## src/rtl/pattern_player_if.sv

```systemverilog
// Stream-side bundle of pattern_player: FWFT FIFO read port and pin-pattern output.
interface pattern_player_if #(
  parameter int W = 16
);
  logic [W-1:0] in_data;
  logic         in_empty;
  logic         in_rd;
  logic [W-1:0] out_data;
  logic         out_strobe;

  modport master (
    input  in_data,
    input  in_empty,
    output in_rd,
    output out_data,
    output out_strobe
  );

  modport slave (
    output in_data,
    output in_empty,
    input  in_rd,
    input  out_data,
    input  out_strobe
  );
endinterface

```

## src/rtl/pattern_player.sv

```systemverilog
// Expands run-length-encoded {value, length-1} word pairs from a FWFT FIFO into a prescaled pin pattern.
// Optional macro PATTERN_PLAYER_STATS_EN adds play_count and underrun_count outputs.
//
// state  | meaning
// F_VAL  | waiting for the value word of the next pair
// F_CNT  | value held, waiting for the run-length word
// F_FULL | complete pair held (nxt_ok), waiting for the output side to load it
// O_IDLE | not playing; out_data holds the last value
// O_RUN  | playing out_data for run+1 ticks
module pattern_player #(
  parameter int           W          = 16,
  parameter logic [W-1:0] IDLE_VALUE = '0
) (
  input  logic             clk,
  input  logic             rst,
  pattern_player_if.master bus,
  input  logic             enable,
  input  logic [15:0]      div,
  input  logic             underrun_clr,
  output logic             running,
  output logic             underrun
`ifdef PATTERN_PLAYER_STATS_EN
  ,output logic [31:0]     play_count
  ,output logic [15:0]     underrun_count
`endif
);

  localparam int CW = 16;

  typedef enum logic [1:0] {F_VAL, F_CNT, F_FULL} fetch_t;
  typedef enum logic       {O_IDLE, O_RUN}        play_t;

  fetch_t          f_state;
  play_t           o_state;
  logic [W-1:0]    nxt_val;
  logic [CW-1:0]   nxt_cnt;
  logic [W-1:0]    out_q;
  logic [CW-1:0]   run;
  logic [15:0]     pre;

  logic nxt_ok;
  logic tick;
  logic run_end;
  logic load;
  logic under_evt;

  assign nxt_ok    = (f_state == F_FULL);
  assign tick      = (pre == div);
  assign run_end   = enable && (o_state == O_RUN) && tick && (run == '0);
  assign load      = enable && nxt_ok && ((o_state == O_IDLE) || run_end);
  assign under_evt = run_end && !nxt_ok;

  assign bus.in_rd      = enable && !bus.in_empty && (f_state != F_FULL);
  assign bus.out_strobe = load;
  assign bus.out_data   = out_q;
  assign running        = (o_state == O_RUN);

  // Only one pair is buffered, so the FIFO is not read again until that pair is loaded.
  always_ff @(posedge clk) begin
    if (rst) begin
      f_state <= F_VAL;
      nxt_val <= '0;
      nxt_cnt <= '0;
    end else begin
      case (f_state)
        F_VAL: begin
          if (bus.in_rd) begin
            nxt_val <= bus.in_data;
            f_state <= F_CNT;
          end
        end
        F_CNT: begin
          if (bus.in_rd) begin
            nxt_cnt <= CW'(bus.in_data);
            f_state <= F_FULL;
          end
        end
        F_FULL: begin
          if (load) f_state <= F_VAL;
        end
        default: f_state <= F_VAL;
      endcase
    end
  end

  always_ff @(posedge clk) begin
    if (rst) begin
      o_state  <= O_IDLE;
      out_q    <= IDLE_VALUE;
      run      <= '0;
      pre      <= '0;
      underrun <= 1'b0;
    end else begin
      if (!enable || (o_state == O_IDLE) || tick) pre <= '0;
      else                                        pre <= pre + 16'd1;

      if (!enable) begin
        o_state <= O_IDLE;
        run     <= '0;
      end else if (load) begin
        out_q   <= nxt_val;
        run     <= nxt_cnt;
        o_state <= O_RUN;
      end else if (under_evt) begin
        o_state <= O_IDLE;
      end else if ((o_state == O_RUN) && tick) begin
        // run_end was false, so run is nonzero here
        run <= run - CW'(1);
      end

      if (under_evt)         underrun <= 1'b1;
      else if (underrun_clr) underrun <= 1'b0;
    end
  end

`ifdef PATTERN_PLAYER_STATS_EN
  always_ff @(posedge clk) begin
    if (rst) begin
      play_count     <= '0;
      underrun_count <= '0;
    end else begin
      if (enable && (o_state == O_RUN) && tick) play_count <= play_count + 32'd1;
      if (under_evt && (underrun_count != 16'hFFFF)) underrun_count <= underrun_count + 16'd1;
    end
  end
`endif

endmodule

```

## src/flat_wrapper.sv

```systemverilog
// flat-port wrapper written by rule: the top's interface ports become plain ports
module pattern_player_flat 
#(
  parameter int           W          = 16,
  parameter logic [W-1:0] IDLE_VALUE = '0
)
  (clk, rst, enable, div, underrun_clr, running, underrun, bus_in_data, bus_in_empty, bus_in_rd, bus_out_data, bus_out_strobe);
  pattern_player_if #(.W(W)) bus_i ();
  input  logic clk;
  input  logic rst;
  input  logic enable;
  input  logic [15:0] div;
  input  logic underrun_clr;
  output logic running;
  output logic underrun;
  input wire logic [$bits(bus_i.in_data)-1:0] bus_in_data;
  input wire logic [$bits(bus_i.in_empty)-1:0] bus_in_empty;
  output wire logic [$bits(bus_i.in_rd)-1:0] bus_in_rd;
  output wire logic [$bits(bus_i.out_data)-1:0] bus_out_data;
  output wire logic [$bits(bus_i.out_strobe)-1:0] bus_out_strobe;
  assign bus_i.in_data = bus_in_data;
  assign bus_i.in_empty = bus_in_empty;
  assign bus_in_rd = bus_i.in_rd;
  assign bus_out_data = bus_i.out_data;
  assign bus_out_strobe = bus_i.out_strobe;
  pattern_player #(.W(W), .IDLE_VALUE(IDLE_VALUE)) u_core (.clk(clk), .rst(rst), .bus(bus_i), .enable(enable), .div(div), .underrun_clr(underrun_clr), .running(running), .underrun(underrun));
endmodule
```

## config.mk

```make
export PLATFORM = sky130hd
export DESIGN_NAME = pattern_player_flat
export DESIGN_NICKNAME = d
export VERILOG_FILES = /design/src/rtl/pattern_player_if.sv /design/src/rtl/pattern_player.sv /design/src/flat_wrapper.sv
export SDC_FILE = /design/constraint.sdc
export NUM_CORES = 1
export LEC_CHECK = 0
export ABC_AREA = 1
export CORE_ASPECT_RATIO = 0.7
export CORE_MARGIN = 2
export CORE_UTILIZATION = 23
export CTS_CLUSTER_DIAMETER = 50
export DETAILED_ROUTE_END_ITERATION = 7
export SLEW_MARGIN = 20
export SYNTH_ARGS = -nofsm -noshare
export SYNTH_HDL_FRONTEND = slang
export SYNTH_SLANG_ARGS = --single-unit
```

## constraint.sdc

```tcl
create_clock -name clk -period 2 [get_ports clk]
set_input_delay 0.2 -clock clk [delete_from_list [all_inputs] [get_ports clk]]
set_output_delay 0.2 -clock clk [all_outputs]
set_load 0.005 [all_outputs]
```

==> impl_metrics.env, run 1 <==
export IMPL_status="complete, no violations"
export IMPL_syn_instance_count=592
export IMPL_grt_antenna_before_repair=0
export IMPL_cts_sink_count=84
export IMPL_route_vias_total=3900
export IMPL_final_cells=949
export IMPL_place_congestion=0.855
export IMPL_ant_nets=0
export IMPL_powerDensity_mw_per_mm2=655
export IMPL_worstMarginPinSlew_ns=0.480
export IMPL_cts_tree="done"
export IMPL_worst_r2r_path_depth=16
export IMPL_die_area_mm2=0.0185
export IMPL_pin_count=57
export IMPL_syn_area_mm2=0.00401
export IMPL_slew_viol_final=0
export IMPL_ys_seq_area_frac=0.420
export IMPL_ir_drop_mv=0.338
export IMPL_drt_iter0_markers=225
export IMPL_finalSetupViolations=0
export IMPL_async_reset_ff_frac=0
export IMPL_vias_per_cell=4.11
export IMPL_die_w_um=162
export IMPL_num_nets_final=752
export IMPL_synth_fp_nets=631
export IMPL_clock_latency_ns=0.35
export IMPL_ctsHoldBuffers=0
export IMPL_chipHeight_um=114
export IMPL_overflow=0
export IMPL_max_freq_mhz=505
export IMPL_critPathKind="reg2reg"
export IMPL_cts_buffers_inserted=9
export IMPL_dp_cells=922
export IMPL_final_common_cell="nor2_1"
export IMPL_p_leak_nw=2.49
export IMPL_min_from="bus_in_data[14]"
export IMPL_ys_ff_latch=84
export IMPL_hold_path_class="in2reg"
export IMPL_crit_path_start_kind="register"
export IMPL_path_max_fanout=8
export IMPL_first_pass_iters=4
export IMPL_slew_headroom=0.680
export IMPL_design_core_area_mm2=0.0171
export IMPL_drive_above_1_share=0.214
export IMPL_ys_warn_count=0
export IMPL_cp_required_ns=2.23
export IMPL_fin_crit_sh=0.990
export IMPL_drt_total_wl_um=10800
export IMPL_path_clk_slew_ns=0.07
export IMPL_fin_worst_skew_ns=0.0137
export IMPL_final_area_mm2=0.00582
export IMPL_dp_hpwl_um=7880
export IMPL_syn_avg_cell_area_um2=6.77
export IMPL_num_rows=40
export IMPL_cts_root_buf="clkbuf_16"
export IMPL_port_buffers=56
export IMPL_cts_buffer_depth=2
export IMPL_place_area_mm2=0.00525
export IMPL_synth_edf_count=0
export IMPL_worst_setup_path_end_kind="register"
export IMPL_synth_cell_types=33
export IMPL_grt_pass1_vias=3604
export IMPL_final_hold_viol_count=0
export IMPL_reg2reg_from="u_core.run[0]"
export IMPL_grt_use_total=0.120
export IMPL_synth_ff_type="dfxtp_1"
export IMPL_n_antenna_cell=0
export IMPL_arrival_ns=2.21
export IMPL_drt_wirelength_per_cell_um=11.4
export IMPL_grt_max_degree=41
export IMPL_route_detailed_drc=0
export IMPL_crit_path_end="u_core.run[10]"
export IMPL_cap_violations=0
export IMPL_r2r_end="u_core.run[10]"
export IMPL_final_cell_mix="138 x nor2_1, 108 x nand2_1, 81 x dfxtp_1, 65 x buf_4, 55 x clkdlybuf4s50_1"
export IMPL_holdWs_ns=0.474
export IMPL_rsz0062_at_grt="true"
export IMPL_min_period_ns=1.98
export IMPL_grt_pass1_wl_um=17800
export IMPL_area_growth_pct=45.3
export IMPL_num_fill_cells=1858
export IMPL_r2r_slack_ns=0.02
export IMPL_crit_start="u_core.run[0]"
export IMPL_htree_levels=3
export IMPL_start_util=0.234
[cells by family after synthesis]
logic type | share of synthesized area
xor gates and xnor gates | 0.0372
DFF | 0.420
AOI/OAI and AO/OA | 0.109
buffers and inverters | 0.0847
adders and majority gates | 0.00625
and+or+nand+nor | 0.343
[registers in the layout, indices dropped and copies added, names as in the netlist]
name and cells:
u_core.bus.out_data 16, u_core.f_state 2, u_core.nxt_cnt 16, u_core.nxt_val 16, u_core.pre 16, u_core.run 16
u_core.running 1, u_core.underrun 1
[routing by layer]
layer	part of all wire	track usage	vias up
met3	0.050	0.0279	6
met4	0.0066	0.0289	0
met1	0.55	0.183	1704
met2	0.40	0.168	83
li1	-	-	2107
met5	0	0	-
[stage by stage]
| stage | utilization | setup TNS, ns | power (mW) | setup WS, ns |
|---|---|---|---|---|
| floorplan | - | 0 | 1.93 | 0.272 |
| global placement | 0.307 | -4.53 | 2.09 | -0.278 |
| detailed placement | 0.307 | -5.20 | 2.10 | -0.299 |
| CTS | 0.330 | -0.381 | 3.83 | -0.0428 |
| global route | 0.340 | -1.59 | 3.97 | -0.130 |
| finish | 0.340 | 0 | 3.81 | 0.0209 |
[Yosys cell counts, drive strengths merged (2+ instances only)]
cell / instances / area share
buf: 10 / 0.018
xnor2: 5 / 0.011
a21oi: 21 / 0.028
nor3b: 2 / 0.0037
nor2: 153 / 0.15
nand3b: 2 / 0.0037
ha: 2 / 0.0062
xor2: 12 / 0.026
o21a: 2 / 0.0037
nor3: 5 / 0.0087
inv: 56 / 0.052
o21ai: 58 / 0.072
dfxtp: 84 / 0.42
clkinv: 4 / 0.0041
nand4: 6 / 0.0094
nand3: 37 / 0.050
nand2: 120 / 0.12
clkbuf: 11 / 0.010
[cell type report]
class | count | area (um^2) | share of cell area
clock inverters | 7 | 82.6 | 0.0142
well taps | 231 | 289 | 0.0497
multi-input cells | 427 | 2110 | 0.362
inverters | 60 | 230 | 0.0396
flip-flops and latches | 84 | 1690 | 0.290
repair buffers | 131 | 1200 | 0.206
clock buffers | 9 | 225 | 0.0387
[worst max-delay path: stages (launching register included)]
cell,delay (ns)
dfxtp_2,0.32
inv_2,0.07
ha_4,0.15
nand2_4,0.05
nor2_4,0.14
nand3_4,0.10
nor2_4,0.12
nand3_2,0.08
nand2_2,0.09
nand2_4,0.09
buf_6,0.14
buf_8,0.13
buf_12,0.14
nand2_4,0.05
nand2_2,0.04
nor2_1,0.10
nor2_1,0.05
[timing repair]
item,CTS,global route
setup buffers,5,5
endpoints found under the setup margin,11,36
pin swaps,10,14
cloned,0,1
resized for setup,24,34
[power by group]
part           internal, mW  switching (mW)  total, mW
Combinational         0.174           0.174      0.348
Sequential             1.72          0.0208       1.74
Clock                 0.985           0.738       1.72
Total                  2.88           0.933       3.81
[worst min path at each step]
stage / endpoint / slack (ns) / cells past startpoint
5_1_grt: u_core.nxt_cnt[8] / 0.49 / 3
6_report: u_core.nxt_cnt[14] / 0.47 / 3
3_5_place_dp: u_core.bus.out_data[8] / 0.47 / 2
3_3_place_gp: u_core.bus.out_data[8] / 0.46 / 2
4_1_cts: u_core.nxt_val[11] / 0.46 / 3
2_1_floorplan: u_core.f_state[0] / 0.27 / 1
(Power assumes the default switching activity.)
==> run 2, diff against run 1 <==
- REMOVE_ABC_BUFFERS: unset -> 1
==> run 2 against run 1 <==
Net effect: clock skew down 0.0013 ns; global-route usage decreased by 0.19 points; via count rose by 1.2%; clock power down 3%; worst setup slack gained 0.074 ns; non-clock buffer count fell by 17; die area is the same; combinational power fell by 5%; largest power group unchanged; highest routed layer unchanged.
==> impl_metrics.env, run 2 (synthesis gave the netlist of run 1 again) <==
export IMPL_cts_buffer_depth=2
export IMPL_final_common_cell="nor2_1"
export IMPL_start_util=0.234
export IMPL_worst_r2r_path_depth=15
export IMPL_n_antenna_cell=0
export IMPL_reg2reg_from="u_core.pre[9]"
export IMPL_num_rows=40
export IMPL_grt_antenna_before_repair=0
export IMPL_cap_violations=0
export IMPL_drt_wirelength_per_cell_um=11.1
export IMPL_fin_worst_skew_ns=0.0124
export IMPL_overflow=0
export IMPL_cts_root_buf="clkbuf_16"
export IMPL_worst_setup_path_end_kind="primary output"
export IMPL_ir_drop_mv=0.348
export IMPL_htree_levels=3
export IMPL_r2r_slack_ns=0.1
export IMPL_cts_sink_count=84
export IMPL_rsz0062_at_grt="true"
export IMPL_status="complete, no violations"
export IMPL_crit_path_start_kind="register"
export IMPL_hold_path_class="in2reg"
export IMPL_port_buffers=56
export IMPL_cp_required_ns=1.80
export IMPL_first_pass_iters=4
export IMPL_drive_above_1_share=0.173
export IMPL_ctsHoldBuffers=0
export IMPL_finalSetupViolations=0
export IMPL_p_leak_nw=2.38
export IMPL_grt_pass1_vias=3634
export IMPL_dp_cells=912
export IMPL_die_area_mm2=0.0185
export IMPL_design_core_area_mm2=0.0171
export IMPL_path_clk_slew_ns=0.06
export IMPL_slew_headroom=0.702
export IMPL_clock_latency_ns=0.34
export IMPL_route_detailed_drc=0
export IMPL_cts_tree="done"
export IMPL_vias_per_cell=4.24
export IMPL_fin_crit_sh=0.952
export IMPL_grt_max_degree=49
export IMPL_slew_viol_final=0
export IMPL_die_w_um=162
export IMPL_num_nets_final=735
export IMPL_worstMarginPinSlew_ns=0.446
export IMPL_drt_total_wl_um=10300
export IMPL_critPathKind="reg2out"
export IMPL_arrival_ns=1.70
export IMPL_area_growth_pct=38.9
export IMPL_path_max_fanout=4
export IMPL_powerDensity_mw_per_mm2=669
export IMPL_hold_depth=3
export IMPL_r2r_end="u_core.run[15]"
export IMPL_min_period_ns=1.90
export IMPL_worst_slack_ns=0.0950
export IMPL_route_vias_total=3946
export IMPL_min_from="bus_in_data[13]"
export IMPL_pin_count=57
export IMPL_grt_pass1_wl_um=17500
export IMPL_final_cell_mix="140 x nor2_1, 113 x nand2_1, 80 x dfxtp_1, 56 x o21ai_0, 55 x clkdlybuf4s50_1"
export IMPL_final_cells=931
export IMPL_grt_use_total=0.118
export IMPL_chipHeight_um=114
export IMPL_whs_endpoint="u_core.nxt_cnt[13]"
export IMPL_dp_hpwl_um=7380
export IMPL_max_freq_mhz=525
export IMPL_drt_iter0_markers=216
export IMPL_final_hold_viol_count=0
export IMPL_cts_buffers_inserted=9
export IMPL_post_place_ws_ns=-0.255
export IMPL_place_congestion=0.855
export IMPL_ant_nets=0
run 2: critical path, stage by stage (launching register included):
cell and delay (ns):
dfxtp_1 0.41, inv_2 0.09, nand2_1 0.06, nand2_1 0.04, nor2_1 0.07, nand2_1 0.07, nor2_2 0.16, nand3_1 0.11
nand2_2 0.11, nand2_4 0.08, clkinv_4 0.06, buf_2 0.10
run 2: timing repair:
action / in CTS / in global routing
setup buffers: 3 / 1
pin swaps: 4 / 7
gates cloned: 0 / 0
gates resized for setup: 13 / 20
setup endpoints to repair: 1 / 35
run 2: cell type report:
cell class,instances,area [um^2]
Clock buffer,10,229
Inverter,60,230
Multi-Input combinational cell,427,2030
Sequential cell,84,1690
Clock inverter,5,60.1
Timing Repair Buffer,114,1040
Tap cell,231,289
Fill cell,1828,11600
run 2: per-stage QoR:
stage,util,instance area (um^2),hold slack [ns],setup TNS (ns),power [mW]
finish,0.325,5560,0.481,0,3.72
floorplan,-,3890,0.269,-0.168,1.92
global placement,0.301,5160,0.471,-4.33,2.09
CTS,0.321,5500,0.474,0,3.77
global route,0.325,5560,0.478,-0.0488,3.89
detailed placement,0.301,5160,0.475,-3.78,2.09
run 2: where the power goes:
group | switching (mW) | total (mW) | internal [mW]
registers | 0.0205 | 1.74 | 1.72
logic | 0.165 | 0.329 | 0.164
clock network | 0.690 | 1.66 | 0.968
total | 0.875 | 3.72 | 2.85
run 2: worst max path at each step:
| stage | startpoint | endpoint | slack (ns) | cells after the start |
|---|---|---|---|---|
| CTS | u_core.run[1] | u_core.run[15] | 0.02 | 15 |
| global placement | div[2] | bus_out_strobe | -0.27 | 12 |
| finish | u_core.pre[9] | bus_out_strobe | 0.1 | 11 |
| detailed placement | div[7] | bus_out_strobe | -0.26 | 12 |
| global route | u_core.run[0] | u_core.run[10] | -0.02 | 15 |
| floorplan | u_core.run[0] | u_core.run[10] | -0.03 | 14 |
run 2: layer usage:
metal  track usage  vias to the layer above  routed length, um
li1              -                     2076                  -
met1         0.173                     1776               5640
met2         0.168                       86               3970
met3        0.0322                        8                640
met4        0.0336                        0                 91
met5             0                        -                  0
==> variant: new RTL, flow settings as in run 2 <==
`W` is set to 16 in 3 places; all go to 12.
--- a/src/rtl/pattern_player_if.sv
+++ b/src/rtl/pattern_player_if.sv
@@ -1,5 +1,5 @@
 // Stream-side bundle of pattern_player: FWFT FIFO read port and pin-pattern output.
 interface pattern_player_if #(
-  parameter int W = 16
+  parameter int W = 12
 );
   logic [W-1:0] in_data;
--- a/src/rtl/pattern_player.sv
+++ b/src/rtl/pattern_player.sv
@@ -9,5 +9,5 @@
 // O_RUN  | playing out_data for run+1 ticks
 module pattern_player #(
-  parameter int           W          = 16,
+  parameter int           W          = 12,
   parameter logic [W-1:0] IDLE_VALUE = '0
 ) (
--- a/src/flat_wrapper.sv
+++ b/src/flat_wrapper.sv
@@ -2,5 +2,5 @@
 module pattern_player_flat 
 #(
-  parameter int           W          = 16,
+  parameter int           W          = 12,
   parameter logic [W-1:0] IDLE_VALUE = '0
 )
Ports: changed (resized bus_in_data and bus_out_data); port bits go from 57 to 49. The function was not compared with the original's and may differ.
==> variant against run 2 <==
Wire length is 17% lower. Synthesized area is 12% lower. Sequential power decreased by 15%. Non-clock buffer count fell by 26. Worst setup slack got worse by 13 ps. Largest power group is now the clock network. Power is 4.2% lower. Combinational power decreased by 19%. Final area down 12%. Sequential cell count is 12 lower.
==> variant: results (changes against run 2) <==
Post-synthesis sequential area ratio - 40.97% (-1.0 points)
Worst hold endpoint - u_core.underrun
First-pass GRT wire length - 14250 um (-19%)
Area after DPL - 0.004461 mm^2 (-14%)
Pre-CTS setup slack - -243.2 ps (+12.20 ps)
Distinct cells, synth - 32 (-3.0%)
Sw Share - 21.22% (-2.3 points)
Post-DP HPWL - 6279 um (-15%)
Fraction of layout cells with a size suffix above 1 - 16.32% (-0.97 points)
Clock skew - 7.697 ps (-4.718 ps)
PostCTS Resize Cnt - 8 (-5)
GRT Total Usage - 10.93% (-0.88 points)
WL final - 8574 um (-17%)
R2R Path Start - u_core.run[0]
CP max stage cell - dfxtp_2
WHS - 462.2 ps (-18.91 ps)
Seq power - 1.48 mW (-15%)
Maximum clock frequency - 0.5213 GHz (-0.70%)
Drt pass-1 iters - 6 (+2)
Drt via density - 4.057 (-4.3%)
Largest net degree at the start of global routing - 37 (-24%)
Outcome - finished, final reports clean
Clock network power - 1.82 mW (+9.6%)
WL per Instance - 10.53 um (-5.2%)
Lkg Pwr - 2.081 nW (-12%)
Number of global-route vias before repair - 3044 (-16%)
# nets final - 650 (-12%)
CP top delay family - simple AND/OR/NAND/NOR gates
HP Start - u_core.underrun
Synth area leaders - dfxtp_1 41%, nor2_1 14%, nand2_1 11%
1st-iter DRT viols - 161 (-25%)
Filler cell count - 1615 (-12%)
Cells after Synth - 530 (-10%)
Hold Crit Class - reg2reg
Min-Delay Path Depth - 2 (-1)
Max incr delay on CP - 340 ps (-70 ps)
Port buffer count - 48 (-14%)
Flop-to-flop setup slack - 160 ps (+60 ps)
Worst relative slew slack - 67.63% (-2.6 points)
Fin area - 0.004885 mm^2 (-12%)
Net switching power - 0.7570 mW (-13%)
Reg-to-Reg End - u_core.run[1]
CP max FO - 3 (-1)
Synth cell count leaders - 127 x nor2_1, 104 x nand2_1, 72 x dfxtp_1
Placed Cells - 795 (-13%)
Peak supply drop - 0.4325 mV (+24%)
variant: changes by cell type in the layout (fill, tap and decap cells not counted), moves of 9 or more:
cell / before / now
nand3_1: 34 / 25
nor2_1: 140 / 122
nand2_1: 113 / 103
dfxtp_1: 80 / 62
buf_4: 53 / 38
o21ai_0: 56 / 45
inv_1: 42 / 56
variant: final cells by class:
cell class | count | share of cell area (%)
Clock buffer | 10 | 4.688
Clock inverter | 5 | 2.177
Inverter | 66 | 5.097
Multi-Input combinational cell | 378 | 36.71
Sequential cell | 72 | 29.82
Tap cell | 195 | 4.995
Timing Repair Buffer | 88 | 16.52
variant: layer usage:
| metal | global-route usage, % | wire length (um) | up-vias |
|---|---|---|---|
| li1 | - | - | 1825 |
| met1 | 15.06 | 4576 | 1397 |
| met2 | 16.25 | 3438 | 64 |
| met3 | 2.738 | 343 | 16 |
| met4 | 4.606 | 215 | 0 |
| met5 | 0 | 0 | - |
variant: how the worst max path moves through the flow:
| stage | start | endpoint | slack (ps) | cells past startpoint |
|---|---|---|---|---|
| 6_report | u_core.run[0] | bus_out_strobe | 80 | 11 |
| 3_5_place_dp | div[0] | bus_out_strobe | -240 | 12 |
| 2_1_floorplan | u_core.run[0] | u_core.run[0] | -1 | 13 |
| 3_3_place_gp | div[0] | bus_out_strobe | -240 | 12 |
| 5_1_grt | u_core.run[0] | bus_out_strobe | -10 | 11 |
| 4_1_cts | u_core.pre[0] | bus_out_strobe | 3 | 11 |
variant: kinds of logic (layout without fill, tap and decap cells):
family,count (synthesis),count (layout),share of synthesized area (%)
DFF,72,72,40.97
xor gates and xnor gates,13,13,3.236
buffers and inverters,80,169,9.281
AOI/OAI and AO/OA,74,74,11.42
and+or+nand+nor,289,289,34.39
adders and majority gates,2,2,0.7111
